===== config.mk =====
export PLATFORM = sky130hd
export DESIGN_NAME = alu_issue_stage
export DESIGN_NICKNAME = d
export VERILOG_FILES = /design/src/rtl/alu_issue_stage.sv
export SDC_FILE = /design/constraint.sdc
export NUM_CORES = 1
export LEC_CHECK = 0
export ABC_CLOCK_PERIOD_IN_PS = 2200
export CORE_MARGIN = 2
export CORE_UTILIZATION = 48
export DETAILED_ROUTE_END_ITERATION = 12
export GPL_TIMING_DRIVEN = 0
export PLACE_DENSITY = 0.88
export SYNTH_ARGS = -nofsm -noshare
export SYNTH_HDL_FRONTEND = slang
export SYNTH_SLANG_ARGS = --single-unit
export TNS_END_PERCENT = 20

===== constraint.sdc =====
create_clock -name clk -period 2.2 [get_ports clk]
set_input_delay 0.22 -clock clk [delete_from_list [all_inputs] [get_ports clk]]
set_output_delay 0.22 -clock clk [all_outputs]
set_load 0.02 [all_outputs]

===== src/rtl/alu_issue_stage.sv =====
// rtl/alu_issue_stage.sv - ALU issue stage: operand forwarding, imm select, 2-entry skid buffer
// Optional stall counter enabled by defining ALU_ISSUE_STALL_COUNT_EN.
module alu_issue_stage #(
   parameter int XLEN  = 32,
   parameter int CTL_W = 7,
   parameter int REG_W = 5
) (
   input  logic             clk,
   input  logic             rst_n,
   input  logic             flush,
   input  logic             in_valid,
   output logic             in_ready,
   input  logic [CTL_W-1:0] in_aluctl,
   input  logic [REG_W-1:0] in_rs1_idx,
   input  logic [REG_W-1:0] in_rs2_idx,
   input  logic [XLEN-1:0]  in_rs1_data,
   input  logic [XLEN-1:0]  in_rs2_data,
   input  logic [XLEN-1:0]  in_imm,
   input  logic             in_use_imm,
   input  logic [REG_W-1:0] in_rd_idx,
   input  logic             fwd_ex_valid,
   input  logic [REG_W-1:0] fwd_ex_rd,
   input  logic [XLEN-1:0]  fwd_ex_data,
   input  logic             fwd_wb_valid,
   input  logic [REG_W-1:0] fwd_wb_rd,
   input  logic [XLEN-1:0]  fwd_wb_data,
   output logic             out_valid,
   input  logic             out_ready,
   output logic [CTL_W-1:0] out_aluctl,
   output logic [XLEN-1:0]  out_a,
   output logic [XLEN-1:0]  out_b,
   output logic [REG_W-1:0] out_rd_idx,
   output logic             out_alu_enable
`ifdef ALU_ISSUE_STALL_COUNT_EN
   ,
   output logic [31:0]      stall_count
`endif
);

   typedef enum logic [1:0] {S_EMPTY, S_ONE, S_TWO} state_t;

   state_t state_q, state_d;
   logic   in_ready_q;
   logic   head_valid, accept, consume;
   logic   ld_head_new, ld_head_skid, ld_skid;

   logic [CTL_W-1:0] head_ctl_q, skid_ctl_q;
   logic [XLEN-1:0]  head_a_q, head_b_q, skid_a_q, skid_b_q;
   logic [REG_W-1:0] head_rd_q, skid_rd_q;
   logic [XLEN-1:0]  res_a, res_b;

   assign head_valid = (state_q != S_EMPTY);
   assign accept     = in_valid && in_ready_q && !flush;
   assign consume    = head_valid && out_ready;
   assign in_ready   = in_ready_q;

   // EX result is younger than WB, so it wins; x0 is hardwired and never forwards.
   always_comb begin
      res_a = in_rs1_data;
      if (in_rs1_idx != '0 && fwd_ex_valid && fwd_ex_rd == in_rs1_idx)
         res_a = fwd_ex_data;
      else if (in_rs1_idx != '0 && fwd_wb_valid && fwd_wb_rd == in_rs1_idx)
         res_a = fwd_wb_data;

      res_b = in_rs2_data;
      if (in_use_imm)
         res_b = in_imm;
      else if (in_rs2_idx != '0 && fwd_ex_valid && fwd_ex_rd == in_rs2_idx)
         res_b = fwd_ex_data;
      else if (in_rs2_idx != '0 && fwd_wb_valid && fwd_wb_rd == in_rs2_idx)
         res_b = fwd_wb_data;
   end

   always_ff @(posedge clk) begin
      if (!rst_n) begin
         state_q    <= S_EMPTY;
         in_ready_q <= 1'b0;
      end else begin
         state_q    <= state_d;
         in_ready_q <= (state_d != S_TWO);
      end
   end

   always_comb begin
      state_d = state_q;
      if (flush) begin
         state_d = S_EMPTY;
      end else begin
         case (state_q)
            S_EMPTY: if (accept) state_d = S_ONE;
            S_ONE: begin
               if (accept && !consume)
                  state_d = S_TWO;
               else if (!accept && consume)
                  state_d = S_EMPTY;
            end
            S_TWO:   if (consume) state_d = S_ONE;
            default: state_d = S_EMPTY;
         endcase
      end
   end

   always_comb begin
      out_valid      = head_valid;
      out_alu_enable = head_valid;
      ld_head_new    = 1'b0;
      ld_head_skid   = 1'b0;
      ld_skid        = 1'b0;
      if (!flush) begin
         case (state_q)
            S_EMPTY: ld_head_new = accept;
            S_ONE: begin
               ld_head_new = accept && consume;
               ld_skid     = accept && !consume;
            end
            S_TWO:   ld_head_skid = consume;
            default: ;
         endcase
      end
   end

   // Head registers drive the ALU directly; they only change on a load, so
   // stalled or drained outputs keep their last value.
   always_ff @(posedge clk) begin
      if (!rst_n) begin
         head_ctl_q <= '0;
         head_a_q   <= '0;
         head_b_q   <= '0;
         head_rd_q  <= '0;
         skid_ctl_q <= '0;
         skid_a_q   <= '0;
         skid_b_q   <= '0;
         skid_rd_q  <= '0;
      end else begin
         if (ld_head_new) begin
            head_ctl_q <= in_aluctl;
            head_a_q   <= res_a;
            head_b_q   <= res_b;
            head_rd_q  <= in_rd_idx;
         end else if (ld_head_skid) begin
            head_ctl_q <= skid_ctl_q;
            head_a_q   <= skid_a_q;
            head_b_q   <= skid_b_q;
            head_rd_q  <= skid_rd_q;
         end
         if (ld_skid) begin
            skid_ctl_q <= in_aluctl;
            skid_a_q   <= res_a;
            skid_b_q   <= res_b;
            skid_rd_q  <= in_rd_idx;
         end
      end
   end

   assign out_aluctl = head_ctl_q;
   assign out_a      = head_a_q;
   assign out_b      = head_b_q;
   assign out_rd_idx = head_rd_q;

`ifdef ALU_ISSUE_STALL_COUNT_EN
   logic [31:0] stall_cnt_q;

   always_ff @(posedge clk) begin
      if (!rst_n)
         stall_cnt_q <= '0;
      else if (head_valid && !out_ready && stall_cnt_q != 32'hFFFF_FFFF)
         stall_cnt_q <= stall_cnt_q + 32'd1;
   end

   assign stall_count = stall_cnt_q;
`endif

endmodule


==> results.tsv, run 1 <==
stage	metric	value	unit
run_status	status	finished, final reports clean	
detailed_routing	dr.pass1.iters	6	
cells_and_area	insertedDiodeCount	0	
sta	finalSetupViolations	0	
synth	synth.area.top_cells	dfxtp_1, nand2_1, mux2i_1	
sta	fin_crit_sh	96.7	%
placed_design	port_buffers	278	
setup_path	endpoint	out_a[11]	
clock_network	path_clk_slew	60	ps
placed_design	gp_congestion	0.921	
setup_path	crit_type	input pin to flop	
synth	syn_nets	1239	
global_routing	overflow	0	
setup_path	worstPathArrival	2440	ps
setup_path	worstReg2RegStart	state_q[1]	
clock_network	cts_max_level	4	
setup_path	required	2510	ps
cells_and_area	postLayoutCellArea	0.0128	sq mm
synth	yosys_register_bits	155	
setup_path	r2r_cells	7	
sta	fmax	470	MHz
detailed_routing	wl_met3	3720	um
setup_path	max_stage_delay	570	ps
synth	synth_top_area_share	34.4	%
pwr	pwr-share-clk	41.0	%
sta	whs	373	ps
flow_run	drv_cap	0	
sta	layout_min_cycle_time	2130	ps
sta	tightest_slew	680	ps
cells_and_area	drive_above_1_share	11.8	%
global_routing	grt_pass1_vias	9874	
clock_network	root_buffer	clkbuf_16	
sta	rsz0062_at_grt	false	
synth	synth.avg_cell_area	8.68	sq um
sta	slew_headroom	54.7	%
global_routing	grt_max_degree	17	
die	io_pins	279	
die	core_area	0.0186	sq mm
die	floorplan.rows	50	
global_routing	grt_pass1_wl	52900	um
detailed_routing	drt_iter0_markers	940	
pwr	sw_frac_of_total	26.5	%
synth	synth_cell_types	45	
detailed_routing	ant_nets	0	
detailed_routing	wl_per_cell	22.1	um
pwr	pwr-share-comb	17.8	%
synth	synth_top_area_cell	dfxtp_1	
cells_and_area	area_delta_synth_final	42.2	%
synth	syn_inst	1039	
pwr	switchingPower	1880	uW
setup_path	cpMaxStageDelayCell	or4_4	
setup_path	path_cells	clkdlybuf4s50_1 -> or4_4 -> nor2_4 -> nor3_4 -> buf_12 -> buf_6 -> mux2_4 -> a221o_1	
die	dieWidth	141	um
pwr	leakage	0.00447	uW
sta	hold_viol_final	0	
placed_design	placed_area	0.0121	sq mm
clock_network	numCtsBuffers	17	
detailed_routing	viasPerCell	6.21	
clock_network	cts_tree	yes	
global_routing	antenna_found_initial	1	
detailed_routing	finalWirelength	35100	um
cells_and_area	utilization	69.0	%
setup_path	crit_start	in_rs1_idx[1]	
die	start_util	48.6	%
clock_network	cts_buffer_depth	2	
setup_path	r2r-end	out_b[4]	
setup_path	crit_buf_inv	3	
pwr	ir_worst_vdd	0.000559	V
sta	finClkSkew	9.58	ps
setup_path	crit_path_max_fanout	10	
cells_and_area	n_fill_cell	1429	
pwr	p_int	5220	uW
clock_network	clock-sinks	155	
hold_path	hp-class	input pin to flop	
synth	yosysSeqAreaShare	34.4	%
clock_network	clk_latency	440	ps
detailed_routing	maxUsedRoutingLayer	met5	
synth	netlist_area	0.00902	sq mm
global_routing	grtUsageTotal	34.0	%
setup_path	crit_family	simple AND/OR/NAND/NOR gates	
pwr	seqPwrFrac	41.2	%
setup_path	endpoint_kind	flop	
die	die_area	0.0199	sq mm
placed_design	hpwl	25500	um
sta	maxSlewViolCount	0	
placed_design	place_ws	-878	ps
setup_path	r2r_slack	70	ps
detailed_routing	vias	9849	
detailed_routing	drc	0	
detailed_routing	routed-wl-met2	16500	um
die	die_h	141	um
setup_path	start_kind	input pin	
sta	fin_ws	72.4	ps
cells_and_area	nets	1539	
clock_network	postCtsHoldBufs	0	
setup_path	crit_cells	8	
synth	yosysWarnings	0	
pwr	powerDensity	553	mW/mm^2
detailed_routing	met1_length	13500	um
## layer usage
metal	up-vias	global-route usage, %
met1	4682	40.2
met5	-	0
li1	4427	-
met3	109	9.88
met4	2	18.1
met2	629	55.7
## layout make-up
cell class	count	area (sq um)	share of cell area (%)
Multi-Input combinational cell	756	5380	41.9
Sequential cell	155	3100	24.2
Timing Repair Buffer	282	2830	22.0
Buffer	94	547	4.26
Clock buffer	19	433	3.37
Tap cell	234	293	2.28
Clock inverter	13	128	0.995
Inverter	33	124	0.966
## per-stage QoR
step                      total power [uW]  instances  setup TNS [ps]
after floorplan                       3480       1039               0
after global placement                4170       1551          -88910
after detailed placement              4200       1551          -92070
after CTS                             7040       1586               0
after global routing                  7250       1586               0
final                                 7100       1586               0
## sequential cells by signal, indices dropped and copies added (netlist names)
signal	cells
out_aluctl	7
out_rd_idx	5
skid_rd_q	5
skid_a_q	32
out_b	32
state_q	2
skid_b_q	32
skid_ctl_q	7
out_a	32
in_ready	1
## what timing repair did
action	in CTS	in global routing
setup buffers	3	1
resized for setup	23	46
endpoints found under the setup margin	133	127
pin swaps	1	0
## worst register-to-register path, stage by stage (launching register included)
cell	delay, ps
dfxtp_1	330
nor2b_2	180
nand3b_1	190
clkbuf_2	330
clkbuf_1	490
nand2_1	120
a31oi_1	230
o221a_1	210
## synthesized netlist by cell type (all sizes together)
master,instances
nand2b,58
nor3,6
xor2,3
nor4,1
a221oi,32
o211ai,32
o221a,32
and2,2
a221o,32
nand3,1
or4,3
clkbuf,50
or2,8
inv,33
o21ai,33
nand3b,1
nand2,215
dfxtp,155
and3b,1
mux2i,64
nor2b,2
a311oi,12
buf,45
a21oi,45
nand4,4
and4b,1
o221ai,32
mux2,64
or3,1
nor2,19
nor3b,2
xnor2,18
a31oi,32
## cell usage in the layout (no fill, tap or decap), types with 11 or more instances in the layout
cell type / synthesis / routed
clkdlybuf4s50_1: 0 / 278
nand2_1: 215 / 213
dfxtp_1: 155 / 155
mux2i_1: 64 / 64
nand2b_1: 58 / 58
a21oi_1: 45 / 45
clkbuf_1: 50 / 33
o21ai_0: 33 / 33
inv_1: 33 / 33
a31oi_1: 32 / 32
o211ai_1: 32 / 32
a221oi_1: 32 / 32
a221o_1: 32 / 32
o221ai_1: 31 / 31
mux2_1: 28 / 28
o221a_1: 28 / 28
mux2_4: 25 / 25
buf_2: 22 / 19
xnor2_1: 18 / 18
clkbuf_16: 0 / 17
nor2_1: 18 / 16
clkbuf_2: 0 / 13
buf_4: 4 / 12
a311oi_1: 12 / 12
buf_6: 11 / 11
mux2_2: 11 / 11
## power groups by stage
stage / combinational, uW / clock (uW) / sequential, uW
after global placement: 1190 / 0 / 2980
final: 1260 / 2910 / 2920
after floorplan: 432 / 0 / 3050
after CTS: 1230 / 2890 / 2920
after detailed placement: 1210 / 0 / 2980
after global routing: 1320 / 3000 / 2930
## kinds of logic after synthesis
| group | after synthesis | synth area share [%] |
|---|---|---|
| compound gates | 282 | 24.2 |
| buf+inv | 128 | 6.71 |
| xor+xnor | 21 | 2.04 |
| simple gates | 325 | 16.5 |
| flops | 155 | 34.4 |
| mux | 128 | 16.1 |
## worst min-delay path by stage
| stage | from | endpoint | slack (ps) | depth (start not counted) |
|---|---|---|---|---|
| finish | in_rd_idx[1] | skid_rd_q[1] | 370 | 3 |
| global route | in_rd_idx[4] | skid_rd_q[4] | 380 | 3 |
| CTS | in_rd_idx[1] | skid_rd_q[1] | 360 | 3 |
| detailed placement | skid_a_q[0] | skid_a_q[0] | 450 | 2 |
| global placement | skid_rd_q[2] | skid_rd_q[2] | 440 | 2 |
| floorplan | flush | state_q[0] | 300 | 1 |
(Power assumes the default switching activity.)
==> run 2, diff against run 1 <==
--- a/config.mk
+++ b/config.mk
@@ -5,6 +5,7 @@
 export SDC_FILE = /design/constraint.sdc
 export NUM_CORES = 1
 export LEC_CHECK = 0
+export ABC_AREA = 0
 export ABC_CLOCK_PERIOD_IN_PS = 2200
 export CORE_MARGIN = 2
 export CORE_UTILIZATION = 48
==> results of run 2 <==
No change in the layout: final DEF, timing and power equal those of run 1.
==> run 3, diff against run 2 <==
--- a/config.mk
+++ b/config.mk
@@ -6,7 +6,8 @@
 export NUM_CORES = 1
 export LEC_CHECK = 0
 export ABC_AREA = 0
-export ABC_CLOCK_PERIOD_IN_PS = 2200
+export ABC_CLOCK_PERIOD_IN_PS = 2400
+export CORE_ASPECT_RATIO = 1.25
 export CORE_MARGIN = 2
 export CORE_UTILIZATION = 48
 export DETAILED_ROUTE_END_ITERATION = 12
==> constraint.sdc (replaced) <==
create_clock -name clk -period 2.4 [get_ports clk]
set_input_delay 0.24 -clock clk [delete_from_list [all_inputs] [get_ports clk]]
set_output_delay 0.24 -clock clk [all_outputs]
set_load 0.02 [all_outputs]
==> run 3 against run 2 <==
  * Die area barely moved
  * Combinational power fell by 9.5%
  * Cell area fell by 0.24%
  * Global-route usage fell by 0.46 points
  * Sequential share of layout area rose by 0.059 points
  * Hold slack improved by 15 ps
  * Critical path depth fell by 1
  * Sequential power fell by 8.2%
  * Critical path type is now flop to flop
  * Critical endpoint is now out_a[29]
==> results.tsv, run 3 (synthesized netlist as in run 1, its figures left out) <==
stage	metric	value	unit
run_status	status	finished, final reports clean	
detailed_routing	ant_nets	0	
hold_path	hold_path_depth	3	
global_routing	grtUsageMet1	38.3	%
sta	maxSlewViolCount	0	
global_routing	use_met2	56.2	%
clock_network	clock-sinks	155	
clock_network	path_clk_slew	70	ps
setup_path	worstPathArrival	2700	ps
cells_and_area	drive_above_1_share	10.2	%
flow_run	drv_cap	0	
clock_network	root_buffer	clkbuf_16	
sta	finalSetupViolations	0	
die	die_area	0.0199	sq mm
clock_network	numCtsBuffers	17	
global_routing	grt_max_degree	17	
pwr	leakage	0.00442	uW
clock_network	postCtsHoldBufs	0	
setup_path	start_kind	flop	
global_routing	overflow	0	
detailed_routing	finalWirelength	35000	um
hold_path	hp-class	input pin to flop	
sta	fmax	419	MHz
pwr	ir_worst_vdd	0.000498	V
cells_and_area	stdcell_count	1583	
clock_network	clk_latency	430	ps
die	die_h	157	um
setup_path	crit_path_max_fanout	10	
clock_network	cts_tree	yes	
setup_path	endpoint_kind	flop	
sta	whs	388	ps
global_routing	grt_pass1_wl	52400	um
cells_and_area	area_delta_synth_final	41.8	%
sta	finClkSkew	6.18	ps
detailed_routing	vias	9942	
sta	tightest_slew	711	ps
placed_design	hpwl	25300	um
cells_and_area	n_fill_cell	1435	
detailed_routing	drc	0	
sta	fin_crit_sh	99.5	%
die	dieWidth	127	um
setup_path	required	2710	ps
placed_design	gp_congestion	0.913	
sta	slew_headroom	52.5	%
detailed_routing	dr.pass1.iters	6	
sta	hold_viol_final	0	
global_routing	grtUsageTotal	33.5	%
cells_and_area	nets	1536	
placed_design	port_buffers	278	
sta	rsz0062_at_grt	true	
global_routing	grt.busiest_layer	met2	
cells_and_area	final_common_cell	clkdlybuf4s50_1	
die	io_pins	279	
clock_network	cts_max_level	4	
setup_path	r2r_cells	7	
sta	layout_min_cycle_time	2390	ps
global_routing	met3_usage	8.87	%
setup_path	crit_type	flop to flop	
die	start_util	48.6	%
cells_and_area	final_cell_mix	clkdlybuf4s50_1, nand2_1, dfxtp_1, mux2i_1, nand2b_1	
die	floorplan.rows	56	
die	core_area	0.0186	sq mm
clock_network	cts_buffer_depth	2	
placed_design	placed_cells	1549	
global_routing	grt_pass1_vias	9837	
global_routing	antenna_found_initial	2	
detailed_routing	wl_per_cell	22.1	um
pwr	powerDensity	536	mW/mm^2
detailed_routing	viasPerCell	6.28	
detailed_routing	drt_iter0_markers	1043	
==> run 3: cell types whose count changed in the layout (fill, tap and decap cells not counted), moves of 3 or more <==
cell       change
clkbuf_1      +13
clkbuf_4      -10
buf_2          +4
buf_4          -9
bufinv_16      +3
clkinv_2       -7
==> run 3: critical path, stage by stage, from the launching register on <==
cell and delay [ps]:
dfxtp_1 350, nand2_1 90, or4_1 500, buf_2 210, nand2_1 200, clkbuf_1 500, a21oi_1 100, a221o_1 310
==> run 3: path summary, 6_finish.rpt <==
path / start / slack, ps / endpoint
setup / recovery: in_ready / 10 / out_a[29]
hold / removal: in_rd_idx[4] / 390 / skid_rd_q[4]
setup reg to reg: in_ready / 10 / out_a[29]
hold reg to reg: skid_rd_q[0] / 460 / skid_rd_q[0]
==> run 3: final cells by class <==
class | count | area (sq um) | area share, %
inverter | 33 | 124 | 0.968
multi-input combinational | 756 | 5340 | 41.7
clock inverter | 13 | 216 | 1.69
buffer | 95 | 504 | 3.94
tap | 232 | 290 | 2.27
timing repair buffer | 278 | 2780 | 21.7
antenna | 2 | 5.00 | 0.0391
clock buffer | 19 | 433 | 3.38
sequential | 155 | 3100 | 24.2
==> run 3: repair_timing <==
item,in CTS,in global routing
setup buffers,0,0
cloned,0,0
gates resized for setup,5,18
endpoints found under the setup margin,67,96
pin swaps,0,1
==> run 3: layer usage <==
layer / wire length (um) / share of wire (%)
met5: 0 / 0
met4: 1810 / 5.2
met3: 3500 / 10
met2: 16700 / 48
met1: 12900 / 37
==> run 3: report_power, final <==
part           switching, uW  leakage [uW]  internal (uW)
logic                    527       0.00286            617
clock network           1180      0.000304           1860
registers               42.7       0.00126           2640
total                   1750       0.00442           5110
==> run 3: stage by stage <==
stage / utilization, % / total power (uW) / worst slack (ps) / setup TNS (ps) / instance area (sq um)
after floorplan: - / 3190 / 364 / 0 / 9020
after global placement: 65.1 / 3830 / -757 / -60290 / 12100
after detailed placement: 65.1 / 3840 / -777 / -63200 / 12100
after CTS: 68.7 / 6820 / 38.6 / 0 / 12800
after global routing: 68.9 / 7020 / -102 / -569 / 12800
final: 68.9 / 6860 / 11.2 / 0 / 12800
